--- config.mk ---
export PLATFORM = sky130hd
export DESIGN_NAME = hazard_controller_flat
export DESIGN_NICKNAME = d
export VERILOG_FILES = /design/src/rtl/hazard_controller_if.sv /design/src/rtl/hazard_controller.sv /design/src/flat_wrapper.sv
export SDC_FILE = /design/constraint.sdc
export NUM_CORES = 1
export LEC_CHECK = 0
export ABC_AREA = 0
export CAP_MARGIN = 20
export CORE_MARGIN = 8
export CORE_UTILIZATION = 37
export CTS_BUF_LIST = sky130_fd_sc_hd__clkbuf_8
export CTS_CLUSTER_DIAMETER = 30
export DETAILED_ROUTE_END_ITERATION = 8
export PLACE_DENSITY = 0.66
export SLEW_MARGIN = 30
export SYNTH_ARGS = -nofsm -noshare
export SYNTH_HDL_FRONTEND = slang
export SYNTH_SLANG_ARGS = --single-unit
--- constraint.sdc ---
create_clock -name clk -period 2.6 [get_ports clk]
set_clock_uncertainty 0.15 [all_clocks]
set_input_delay 0.65 -clock clk [delete_from_list [all_inputs] [get_ports clk]]
set_output_delay 0.65 -clock clk [all_outputs]
set_load 0.01 [all_outputs]
--- src/rtl/hazard_controller_if.sv ---
// rtl/hazard_controller_if.sv - decode-stage hazard bundle between pipeline and hazard_controller
interface hazard_controller_if #(
  parameter int CNT_W = 16
);
  // Decode-stage instruction fields
  logic [4:0]       IF_ID_rs_field;
  logic [4:0]       IF_ID_rt_field;
  logic             IF_ID_Branch;
  logic             IF_ID_Jump;
  logic             Branch_taken;
  // Downstream stage state
  logic             ID_EX_MemRead;
  logic             ID_EX_RegWrite;
  logic [4:0]       ID_EX_wr_addr;
  logic             EX_MEM_MemRead;
  logic [4:0]       EX_MEM_wr_addr;
  // Sequencing controls back to the pipeline
  logic             Stall_EN;
  logic             PC_Hold;
  logic             IF_ID_Hold;
  logic             IF_ID_Flush;
  // Performance counters
  logic [CNT_W-1:0] stall_cycles;
  logic [CNT_W-1:0] flush_count;

  // Pipeline side: presents decode/EX/MEM state, consumes controls
  modport master (
    output IF_ID_rs_field, IF_ID_rt_field, IF_ID_Branch, IF_ID_Jump, Branch_taken,
    output ID_EX_MemRead, ID_EX_RegWrite, ID_EX_wr_addr, EX_MEM_MemRead, EX_MEM_wr_addr,
    input  Stall_EN, PC_Hold, IF_ID_Hold, IF_ID_Flush, stall_cycles, flush_count
  );

  // Controller side
  modport slave (
    input  IF_ID_rs_field, IF_ID_rt_field, IF_ID_Branch, IF_ID_Jump, Branch_taken,
    input  ID_EX_MemRead, ID_EX_RegWrite, ID_EX_wr_addr, EX_MEM_MemRead, EX_MEM_wr_addr,
    output Stall_EN, PC_Hold, IF_ID_Hold, IF_ID_Flush, stall_cycles, flush_count
  );
endinterface

--- src/rtl/hazard_controller.sv ---
// rtl/hazard_controller.sv - MIPS32 decode-stage stall/flush sequencer with saturating perf counters
module hazard_controller #(
  parameter int CNT_W = 16
) (
  input  logic                clk,
  input  logic                rst,
  hazard_controller_if.slave  hz
);

  typedef enum logic {
    RUN   = 1'b0,
    HOLD1 = 1'b1
  } state_t;

  localparam logic [CNT_W-1:0] CNT_MAX = '1;

  state_t           state_q, state_d;
  logic [CNT_W-1:0] stall_cnt_q, stall_cnt_d;
  logic [CNT_W-1:0] flush_cnt_q, flush_cnt_d;

  logic ex_match, mem_match;
  logic lu_haz, br_alu_haz, br_ld_haz, br_mem_haz, any_haz;
  logic stall, flush;

  // Register $0 is hardwired to zero, so it can never be a true dependency.
  function automatic logic addr_match(input logic [4:0] dst, input logic [4:0] src);
    return (dst != 5'd0) && (dst == src);
  endfunction

  assign ex_match  = addr_match(hz.ID_EX_wr_addr, hz.IF_ID_rs_field) |
                     addr_match(hz.ID_EX_wr_addr, hz.IF_ID_rt_field);
  assign mem_match = addr_match(hz.EX_MEM_wr_addr, hz.IF_ID_rs_field) |
                     addr_match(hz.EX_MEM_wr_addr, hz.IF_ID_rt_field);

  // Branches resolve in ID, so they need operands earlier than ordinary ALU users.
  assign lu_haz     = hz.ID_EX_MemRead & ex_match;
  assign br_alu_haz = hz.IF_ID_Branch & hz.ID_EX_RegWrite & ~hz.ID_EX_MemRead & ex_match;
  assign br_ld_haz  = hz.IF_ID_Branch & hz.ID_EX_MemRead & ex_match;
  assign br_mem_haz = hz.IF_ID_Branch & hz.EX_MEM_MemRead & mem_match;
  assign any_haz    = lu_haz | br_alu_haz | br_ld_haz | br_mem_haz;

  // State register; reset from any state lands in RUN so no stall leaks past reset
  always_ff @(posedge clk) begin
    if (rst) begin
      state_q <= RUN;
    end else begin
      state_q <= state_d;
    end
  end

  // Next state: only a branch waiting on a load needs the second bubble
  always_comb begin
    state_d = RUN;
    case (state_q)
      RUN:     state_d = br_ld_haz ? HOLD1 : RUN;
      HOLD1:   state_d = RUN;
      default: state_d = RUN;
    endcase
  end

  // Outputs: stall wins over flush because branch operands are not valid while stalling
  always_comb begin
    stall = 1'b0;
    flush = 1'b0;
    if (!rst) begin
      case (state_q)
        RUN:     stall = any_haz;
        HOLD1:   stall = 1'b1;
        default: stall = 1'b0;
      endcase
      flush = ~stall & (hz.IF_ID_Jump | (hz.IF_ID_Branch & hz.Branch_taken));
    end
  end

  assign hz.Stall_EN    = stall;
  assign hz.PC_Hold     = stall;
  assign hz.IF_ID_Hold  = stall;
  assign hz.IF_ID_Flush = flush;

  // Counter next-state: saturate at all-ones instead of wrapping
  always_comb begin
    stall_cnt_d = stall_cnt_q;
    flush_cnt_d = flush_cnt_q;
    if (stall && (stall_cnt_q != CNT_MAX)) begin
      stall_cnt_d = stall_cnt_q + 1'b1;
    end
    if (flush && (flush_cnt_q != CNT_MAX)) begin
      flush_cnt_d = flush_cnt_q + 1'b1;
    end
  end

  // Counter registers
  always_ff @(posedge clk) begin
    if (rst) begin
      stall_cnt_q <= '0;
      flush_cnt_q <= '0;
    end else begin
      stall_cnt_q <= stall_cnt_d;
      flush_cnt_q <= flush_cnt_d;
    end
  end

  // Counters read as zero for the whole reset cycle, not just after the edge
  assign hz.stall_cycles = rst ? '0 : stall_cnt_q;
  assign hz.flush_count  = rst ? '0 : flush_cnt_q;

endmodule

--- src/flat_wrapper.sv ---
// flat-port wrapper written by rule: the top's interface ports become plain ports
module hazard_controller_flat 
#(
  parameter int CNT_W = 16
)
  (clk, rst, hz_IF_ID_rs_field, hz_IF_ID_rt_field, hz_IF_ID_Branch, hz_IF_ID_Jump, hz_Branch_taken, hz_ID_EX_MemRead, hz_ID_EX_RegWrite, hz_ID_EX_wr_addr, hz_EX_MEM_MemRead, hz_EX_MEM_wr_addr, hz_Stall_EN, hz_PC_Hold, hz_IF_ID_Hold, hz_IF_ID_Flush, hz_stall_cycles, hz_flush_count);
  hazard_controller_if #(.CNT_W(CNT_W)) hz_i ();
  input  logic clk;
  input  logic rst;
  input wire logic [$bits(hz_i.IF_ID_rs_field)-1:0] hz_IF_ID_rs_field;
  input wire logic [$bits(hz_i.IF_ID_rt_field)-1:0] hz_IF_ID_rt_field;
  input wire logic [$bits(hz_i.IF_ID_Branch)-1:0] hz_IF_ID_Branch;
  input wire logic [$bits(hz_i.IF_ID_Jump)-1:0] hz_IF_ID_Jump;
  input wire logic [$bits(hz_i.Branch_taken)-1:0] hz_Branch_taken;
  input wire logic [$bits(hz_i.ID_EX_MemRead)-1:0] hz_ID_EX_MemRead;
  input wire logic [$bits(hz_i.ID_EX_RegWrite)-1:0] hz_ID_EX_RegWrite;
  input wire logic [$bits(hz_i.ID_EX_wr_addr)-1:0] hz_ID_EX_wr_addr;
  input wire logic [$bits(hz_i.EX_MEM_MemRead)-1:0] hz_EX_MEM_MemRead;
  input wire logic [$bits(hz_i.EX_MEM_wr_addr)-1:0] hz_EX_MEM_wr_addr;
  output wire logic [$bits(hz_i.Stall_EN)-1:0] hz_Stall_EN;
  output wire logic [$bits(hz_i.PC_Hold)-1:0] hz_PC_Hold;
  output wire logic [$bits(hz_i.IF_ID_Hold)-1:0] hz_IF_ID_Hold;
  output wire logic [$bits(hz_i.IF_ID_Flush)-1:0] hz_IF_ID_Flush;
  output wire logic [$bits(hz_i.stall_cycles)-1:0] hz_stall_cycles;
  output wire logic [$bits(hz_i.flush_count)-1:0] hz_flush_count;
  assign hz_i.IF_ID_rs_field = hz_IF_ID_rs_field;
  assign hz_i.IF_ID_rt_field = hz_IF_ID_rt_field;
  assign hz_i.IF_ID_Branch = hz_IF_ID_Branch;
  assign hz_i.IF_ID_Jump = hz_IF_ID_Jump;
  assign hz_i.Branch_taken = hz_Branch_taken;
  assign hz_i.ID_EX_MemRead = hz_ID_EX_MemRead;
  assign hz_i.ID_EX_RegWrite = hz_ID_EX_RegWrite;
  assign hz_i.ID_EX_wr_addr = hz_ID_EX_wr_addr;
  assign hz_i.EX_MEM_MemRead = hz_EX_MEM_MemRead;
  assign hz_i.EX_MEM_wr_addr = hz_EX_MEM_wr_addr;
  assign hz_Stall_EN = hz_i.Stall_EN;
  assign hz_PC_Hold = hz_i.PC_Hold;
  assign hz_IF_ID_Hold = hz_i.IF_ID_Hold;
  assign hz_IF_ID_Flush = hz_i.IF_ID_Flush;
  assign hz_stall_cycles = hz_i.stall_cycles;
  assign hz_flush_count = hz_i.flush_count;
  hazard_controller #(.CNT_W(CNT_W)) u_core (.clk(clk), .rst(rst), .hz(hz_i));
endmodule
Word level (Yosys, flattened, before mapping)
Index checks and enable logic that the tools add are counted.
{"block": "word_totals", "reg_bits": 33, "elab_cells": 46}
{"block": "op_classes", "n_addsub": 2, "eq_ne": 6, "bitwise_logic": 19, "n_reduce_logical": 8, "n_mux": 8}
{"cell": "adder 16 x 1 -> 16 bit (second input constant)", "n": 2}
{"cell": "two-way mux 16 bit", "n": 2}
{"cell": "!= test 16 bit (second input constant)", "n": 2}
{"cell": "== test 5 bit", "n": 4}
{"cell": "bitwise AND 1 bit", "n": 10}
{"cell": "nonzero test 5 bit", "n": 2}
{"cell": "logical AND 1 bit", "n": 6}
{"cell": "OR 1 bit", "n": 6}
{"cell": "two-way mux 1 bit", "n": 4}
{"cell": "one-hot mux 1 bit (2 select lines)", "n": 2}
{"cell": "inverter 1 bit", "n": 3}

Logic depth before layout (Yosys ltp)
Gate-level depths: netlist (run 1).
{"block": "depth", "word_depth": 13, "depth_mapped": 8, "ltp_nobuf": 7}

Worst setup path after synthesis (run 1)
No wires, ideal clock.
{"block": "synth_path", "path_kind": "input port to output port", "start": "input hz_ID_EX_wr_addr[2]", "end": "output hz_PC_Hold", "arrival_ns": 2.070, "setup_slack_ns": -0.270, "cell_stages": 7, "path_cell_list": "xor2_1 > nor3_1 > a32oi_1 > o32ai_2 > nor2_1 > nor2_1 > buf_4"}
{"block": "synth_between", "elab_chain_len": 10, "word_cells_on_any_way": 15}
{"element": "from (decl)", "line_no": "flat_wrapper.sv:17", "text": "input wire logic [$bits(hz_i.ID_EX_wr_addr)-1:0] hz_ID_EX_wr_addr;"}
{"element": "== test 5 bit or nonzero test 5 bit (tied branches)", "line_no": "hazard_controller.sv:27", "text": "return (dst != 5'd0) && (dst == src);"}
{"element": "logical AND 1 bit", "line_no": "hazard_controller.sv:27"}
{"element": "OR 1 bit *", "line_no": "hazard_controller.sv:30", "text": "assign ex_match = addr_match(hz.ID_EX_wr_addr, hz.IF_ID_rs_field) |"}
{"element": "bitwise AND 1 bit, on equally long branches", "line_no": "hazard_controller.sv:36, hazard_controller.sv:37"}
{"element": "OR 1 bit", "line_no": "hazard_controller.sv:40", "text": "assign any_haz = lu_haz | br_alu_haz | br_ld_haz | br_mem_haz;"}
{"element": "OR 1 bit * (2 in a row)", "line_no": "hazard_controller.sv:40"}
{"element": "one-hot mux 1 bit (2 select lines) *", "line_no": "hazard_controller.sv:66", "text": "case (state_q)"}
{"element": "two-way mux 1 bit * (2 in a row)", "line_no": "hazard_controller.sv:65", "text": "if (!rst) begin"}
{"element": "to (decl)", "line_no": "flat_wrapper.sv:21", "text": "output wire logic [$bits(hz_i.PC_Hold)-1:0] hz_PC_Hold;"}
Every way passes the cells marked *; elsewhere a longest branch is shown, timed or not. The select of a mux whose other input is x is not followed.

Final worst setup path (run 1)
{"block": "layout_path", "start": "input hz_EX_MEM_wr_addr[3]", "end": "output hz_IF_ID_Flush"}
{"block": "layout_between", "elab_chain_len": 10, "word_cells_on_any_way": 13}
{"element": "from (decl)", "line_no": "flat_wrapper.sv:19", "text": "input wire logic [$bits(hz_i.EX_MEM_wr_addr)-1:0] hz_EX_MEM_wr_addr;"}
{"element": "== test 5 bit or nonzero test 5 bit (tied branches)", "line_no": "hazard_controller.sv:27"}
{"element": "logical AND 1 bit", "line_no": "hazard_controller.sv:27"}
{"element": "OR 1 bit *", "line_no": "hazard_controller.sv:32", "text": "assign mem_match = addr_match(hz.EX_MEM_wr_addr, hz.IF_ID_rs_field) |"}
{"element": "bitwise AND 1 bit *", "line_no": "hazard_controller.sv:39", "text": "assign br_mem_haz = hz.IF_ID_Branch & hz.EX_MEM_MemRead & mem_match;"}
{"element": "OR 1 bit *", "line_no": "hazard_controller.sv:40"}
{"element": "one-hot mux 1 bit (2 select lines) *", "line_no": "hazard_controller.sv:66"}
{"element": "two-way mux 1 bit *", "line_no": "hazard_controller.sv:65"}
{"element": "inverter 1 bit *", "line_no": "hazard_controller.sv:71", "text": "flush = ~stall & (hz.IF_ID_Jump | (hz.IF_ID_Branch & hz.Branch_taken));"}
{"element": "bitwise AND 1 bit *", "line_no": "hazard_controller.sv:71"}
{"element": "two-way mux 1 bit *", "line_no": "hazard_controller.sv:65"}
{"element": "to (decl)", "line_no": "flat_wrapper.sv:23", "text": "output wire logic [$bits(hz_i.IF_ID_Flush)-1:0] hz_IF_ID_Flush;"}
Marked as above.

==> results of run 1 <==
what timing repair did:
| item | CTS | global route |
|---|---|---|
| cloned | 1 | 0 |
| resized for setup | 135 | 37 |
| setup buffers | 8 | 5 |
| pin swaps | 30 | 17 |
| endpoints found under the hold margin | 0 | 0 |
| setup endpoints to repair | 36 | 31 |
Yosys cell counts:
library cell  instances
a21bo_2               1
a21boi_0              1
a21oi_1               3
a22oi_1               1
a31o_2                1
a32oi_1               1
and2_1                2
and3_1                4
and4_1                3
buf_1                 1
buf_2                 1
buf_4                 2
clkbuf_1              8
dfxtp_1              33
ha_1                  2
inv_1                 2
mux2_1                3
mux2_2               18
nand2_1              17
nand2b_1              1
nand3_1              14
nand3b_1              1
nand4_1               7
nor2_1               32
nor2b_1              33
nor3_1               14
nor3b_1               1
nor4_1                4
o211ai_2              1
o21ai_0               8
o21ai_1               1
o31a_1                1
o31ai_2               1
o32ai_2               1
or2_2                 1
or2_4                 1
or3_1                 1
or4_1                10
xnor2_1               3
xor2_1               19
cells in the final DEF (no fill, tap or decap), drive strengths merged, types with 2 or more instances in the layout:
| cell type | n |
|---|---|
| xor2 | 19 |
| nor4 | 4 |
| or2 | 2 |
| nand2 | 17 |
| nor2b | 33 |
| o21ai | 9 |
| clkdlybuf4s15 | 2 |
| nor2 | 32 |
| ha | 2 |
| nand3 | 14 |
| inv | 3 |
| or4 | 10 |
| and3 | 4 |
| and2 | 2 |
| and4 | 3 |
| clkdlybuf4s50 | 37 |
| xnor2 | 3 |
| a21oi | 3 |
| clkbuf | 9 |
| dlygate4sd2 | 2 |
| buf | 60 |
| nand4 | 7 |
| dfxtp | 33 |
| mux2 | 21 |
| nor3 | 14 |
where the power goes:
group	switching, mW	internal, mW	total (mW)
clock	0.191	0.206	0.397
sequential	0.00668	0.511	0.518
combinational	0.129	0.138	0.267
total	0.326	0.855	1.18
area by class of cell:
type,instances,area share (%)
clock buffer,6,2.33
sequential,33,18.7
tap,72,2.55
clock inverter,1,0.106
multi-input combinational,212,48.4
timing repair buffer,104,27.7
inverter,2,0.212
per-stage QoR:
step                      worst slack, ps  util [%]  setup TNS (ps)
after global placement              -1090      55.7          -22170
after global routing                 -350      64.2           -2450
after detailed placement            -1150      55.7          -24010
after CTS                            -364      61.7           -2040
after floorplan                      -178         -           -1490
final                                -308      64.2           -1880
per-layer routing:
layer	vias to the layer above	wire length, µm
li1	1106	-
met1	1040	3040
met2	56	3300
met3	8	476
met4	0	114
met5	-	0
path summary, 6_finish.rpt:
kind,end,cells after the start,slack [ps],startpoint
worst min-delay path,u_core.flush_cnt_q[4]$_SDFFE_PP0P_,2,390,u_core.flush_cnt_q[4]$_SDFFE_PP0P_
worst min register to register,u_core.flush_cnt_q[4]$_SDFFE_PP0P_,2,390,u_core.flush_cnt_q[4]$_SDFFE_PP0P_
worst max register to register,u_core.flush_cnt_q[8]$_SDFFE_PP0P_,9,150,u_core.flush_cnt_q[9]$_SDFFE_PP0P_
worst max-delay path,hz_IF_ID_Flush,7,-310,hz_EX_MEM_wr_addr[3]
worst min-delay path: cells and delay by family (launching register included):
family | cells | cell delay [ps]
buffers and inverters | 1 | 70
flip-flops | 1 | 310
multiplexers | 1 | 130
state kept, by name, summed over array words and instances, names as in the netlist:
| register | cells |
|---|---|
| u_core.stall_cnt_q | 16 |
| u_core.state_q | 1 |
| u_core.flush_cnt_q | 16 |
kinds of logic (layout without fill, tap and decap cells):
family / Yosys count / in the layout / share of synthesized area [%]
adder cells (fa/ha/maj): 2 / 2 / 1.19
XOR/XNOR: 22 / 22 / 9.13
multiplexers: 21 / 21 / 11.2
flip-flops: 33 / 33 / 31.3
AND/OR/NAND/NOR: 146 / 146 / 37.0
AO/OA/AOI/OAI: 21 / 21 / 7.24
buffers and inverters: 14 / 113 / 2.91
==> impl_metrics.json, run 1 <==
{
  "power.total_mw": 1.18,
  "grt_pass1_wl_um": 11000,
  "grt_use_met2_pct": 25.8,
  "max_slew_margin_pct": 61.5,
  "final_layout_size_suffix_gt1_share_pct": 36.6,
  "nFillCells": 503,
  "grt_max_degree": 27,
  "area_growth_pct": 67.7,
  "layout.nets": 388,
  "critPathSlowestCell": "or4_4",
  "worstMarginPinSlew_ps": 576,
  "synthesis.nets": 289,
  "die_area_um2": 8370,
  "worstPathArrival_ps": 2110,
  "synth_warnings": 0,
  "synth_top_area_share_pct": 31.3,
  "dp_cells": 412,
  "required_ps": 1800,
  "final_max_slew_viol_count": 0,
  "ys_types": 40,
  "worst-path-buf-inv": 2,
  "worstSetupPathType": "input port to output port",
  "setup_slack_ps": -308,
  "drt_iter0_markers": 117,
  "vias_per_cell": 5.14,
  "design_area_um2": 3540,
  "total_leakage_power_nw": 1.41,
  "crit_family": "simple AND/OR/NAND/NOR gates",
  "cts_buffer_depth": 2,
  "min_path_type": "flop to flop",
  "ant_nets": 0,
  "multiInputGateArea_um2": 1710,
  "synthTopCellsByArea": "dfxtp_1 31%, nor2b_1 9.8%, mux2_2 9.6%",
  "synth-seq-cells": 33,
  "final_hold_viol_count": 0,
  "avgSynthCellArea_um2": 8.14,
  "grt_busiest_layer": "met2",
  "first_pass_iters": 4,
  "placed_area_um2": 3070,
  "setup_viol": 9,
  "timing.hold.ws_ps": 391,
  "min_period_over_period_pct": 112,
  "chipHeight_um": 91.5,
  "path_max_fanout": 2,
  "path_clk_slew_ps": 60,
  "antenna_found_initial": 0,
  "cp_cell_sequence": "buf_6, or4_4, o211ai_2, o32ai_4, or2_4, nor3_4, buf_6",
  "fin_cells": 430,
  "core_area_um2": 5510,
  "cts_htree_levels": 2,
  "drc_errors": 0,
  "synth_cells": 259,
  "met3_usage_pct": 3.79,
  "grt_overflow": 0,
  "dieWidth_um": 91.5,
  "crit_top_cell": "buf_6",
  "post-dp-hpwl_um": 4720,
  "p_per_area_nw_per_um2": 334,
  "routedWlPerCell_um": 16.1,
  "seq_area_frac_synth_pct": 31.3,
  "drv_cap": 0,
  "grt_pass1_vias": 2201,
  "fmax_mhz": 344,
  "place_congestion": 0.908,
  "clock_latency_ps": 290,
  "status": "finished, violations left",
  "postCtsHoldBufs": 0,
  "met1_usage_pct": 19.7,
  "synth_area_um2": 2110,
  "num_antenna_cells": 0,
  "failed_checks": "negative setup slack",
  "layout_min_cycle_time_ps": 2910,
  "vias": 2210,
  "track_usage_pct": 16.0,
  "ff_latch_area_um2": 661,
  "port_buffers": 63,
  "synth_area_leader_cell": "dfxtp_1",
  "io_pins": 64,
  "rows": 27,
  "cts.sinks": 33,
  "peakVddDrop_uv": 257,
  "rsz0062_at_grt": "true",
  "cts_tree": "done",
  "start_kind": "input port",
  "slowest_delay_ps": 520,
  "cts_root_buffer": "clkbuf_8",
  "wl_um": 6930,
  "start_util_pct": 38.3,
  "cts_made_buffers": 5,
  "cp-end-kind": "output port"
}
(Power assumes the default switching activity.)
==> run 2: changes to the inputs <==
Settings changed: CORE_MARGIN 8 to not set.
==> run 2 against run 1 <==
The run ends with design-rule violations, negative setup slack left. Clock-buffer cell count did not move. Power fell by 3.1%. First-iteration DRC count fell by 32%. Non-clock buffer count fell by 2. Utilization fell by 2.6 points. Sequential cell count did not move. Die area fell by 28%. Fmax fell by 1.4%. Final cell count fell by 0.47%.
==> impl_metrics.json, run 2 (synthesized netlist as in run 1, its figures left out) <==
{
  "status": "finished, violations left",
  "failed_checks": "design-rule violations, negative setup slack",
  "start_util_pct": 38.3,
  "grt_pass1_vias": 2243,
  "cts_htree_levels": 2,
  "drc_errors": 2,
  "place_congestion": 0.872,
  "worstSetupPathType": "input port to output port",
  "fmax_mhz": 339,
  "cts_root_buffer": "clkbuf_8",
  "grt_overflow": 0,
  "wl_um": 6000,
  "rows": 27,
  "die_area_um2": 6010,
  "layout_min_cycle_time_ps": 2950,
  "area_growth_pct": 60.9,
  "setup_slack_ps": -350,
  "path_max_fanout": 2,
  "drt_iter0_markers": 80,
  "cts_buffer_depth": 2,
  "worstPathArrival_ps": 2150,
  "rsz0062_at_grt": "true",
  "antenna_found_initial": 0,
  "final_max_slew_viol_count": 0,
  "layout.nets": 386,
  "worstMarginPinSlew_ps": 510,
  "clock_latency_ps": 280,
  "dieWidth_um": 77.5,
  "cp-end-kind": "output port",
  "max_slew_margin_pct": 66.0,
  "p_per_area_nw_per_um2": 337,
  "min_period_over_period_pct": 113,
  "cts_made_buffers": 5,
  "drv_cap": 0,
  "final_hold_viol_count": 0,
  "peakVddDrop_uv": 245,
  "track_usage_pct": 20.8,
  "total_leakage_power_nw": 1.36,
  "layout_common_cells": "38 x clkdlybuf4s50_1, 34 x buf_4, 33 x dfxtp_1",
  "num_antenna_cells": 0,
  "dpl_worst_slack_ps": -1150,
  "final_layout_size_suffix_gt1_share_pct": 34.8,
  "cts.sinks": 33,
  "grt_pass1_wl_um": 9960,
  "start_kind": "input port",
  "cts_tree": "done",
  "reg_top3": "u_core.flush_cnt_q: 16 flops, u_core.stall_cnt_q: 16 flops, u_core.state_q: 1 flops",
  "vias_per_cell": 5.19,
  "final_common_cell": "clkdlybuf4s50_1",
  "post-dp-hpwl_um": 4110,
  "chipHeight_um": 77.5,
  "required_ps": 1800,
  "first_pass_iters": 6,
  "path_clk_slew_ps": 60,
  "io_pins": 64,
  "routedWlPerCell_um": 14.0,
  "ant_nets": 0,
  "placed_area_um2": 3030,
  "design_area_um2": 3390,
  "grt_max_degree": 34,
  "core_area_um2": 5510,
  "setup_viol": 18,
  "min_path_type": "flop to flop",
  "vias": 2220,
  "port_buffers": 63
}
-- run 2: changes by cell type in the layout (fill, tap and decap cells not counted), moves of 3 or more --
cell      change
buf_4         +3
mux2_4        -5
buf_12        -3
clkbuf_2      -3
buf_2         +5
buf_6         -4
mux2_2        +5
xor2_1        +3
-- run 2: final cells by class --
| cell class | instances | area [µm²] |
|---|---|---|
| clock buffer | 6 | 82.6 |
| tap | 72 | 90.1 |
| inverter | 2 | 7.51 |
| fill | 481 | 2110 |
| sequential | 33 | 661 |
| clock inverter | 1 | 3.75 |
| timing repair buffer | 102 | 897 |
| multi-input combinational | 212 | 1650 |
-- run 2: metrics by stage --
stage,hold slack [ps],TNS [ps],utilization (%),power [mW],cells
floorplan,339,-1490,-,0.619,259
global placement,351,-22100,55.0,0.731,410
detailed placement,356,-24060,55.0,0.731,410
CTS,372,-2060,60.7,1.14,426
global route,432,-3850,61.6,1.19,428
finish,373,-2120,61.6,1.14,428
-- run 2: final timing paths --
check                                                         from                                 end  slack [ps]  depth (start not counted)
worst max-delay path                          hz_IF_ID_rt_field[0]                      hz_IF_ID_Flush        -350                          8
worst min-delay path            u_core.flush_cnt_q[4]$_SDFFE_PP0P_  u_core.flush_cnt_q[4]$_SDFFE_PP0P_         370                          2
worst max register to register  u_core.flush_cnt_q[9]$_SDFFE_PP0P_  u_core.flush_cnt_q[8]$_SDFFE_PP0P_          70                          8
worst min register to register  u_core.flush_cnt_q[4]$_SDFFE_PP0P_  u_core.flush_cnt_q[4]$_SDFFE_PP0P_         370                          2
-- run 2: power by group --
group / switching, mW / leakage, nW / internal (mW)
Sequential: 0.00726 / 0.266 / 0.511
Clock: 0.181 / 0.0485 / 0.206
Combinational: 0.119 / 1.05 / 0.120
-- run 2: critical path, stage by stage --
cell	delay (ps)
dlygate4sd2_1	280
xor2_1	260
nor3_2	80
a22oi_2	220
o32ai_4	130
or2_4	280
nor3_4	100
buf_2	160
-- run 2: metal layers --
| layer | up-vias | wire [µm] | share of wire [%] | GRT usage (%) |
|---|---|---|---|---|
| met4 | 0 | 100 | 1.7 | 8.87 |
| met1 | 1028 | 2680 | 45 | 26.0 |
| met3 | 11 | 307 | 5.1 | 2.71 |
| met2 | 78 | 2920 | 49 | 35.7 |
| li1 | 1103 | - | - | - |
| met5 | - | 0 | 0 | 0 |
-- run 2: what timing repair did --
action	CTS	global route
hold buffers	0	0
pin swaps	23	11
hold endpoints to repair	0	0
gates cloned	2	0
endpoints found under the setup margin	36	31
setup buffers	8	5
resized for setup	134	10
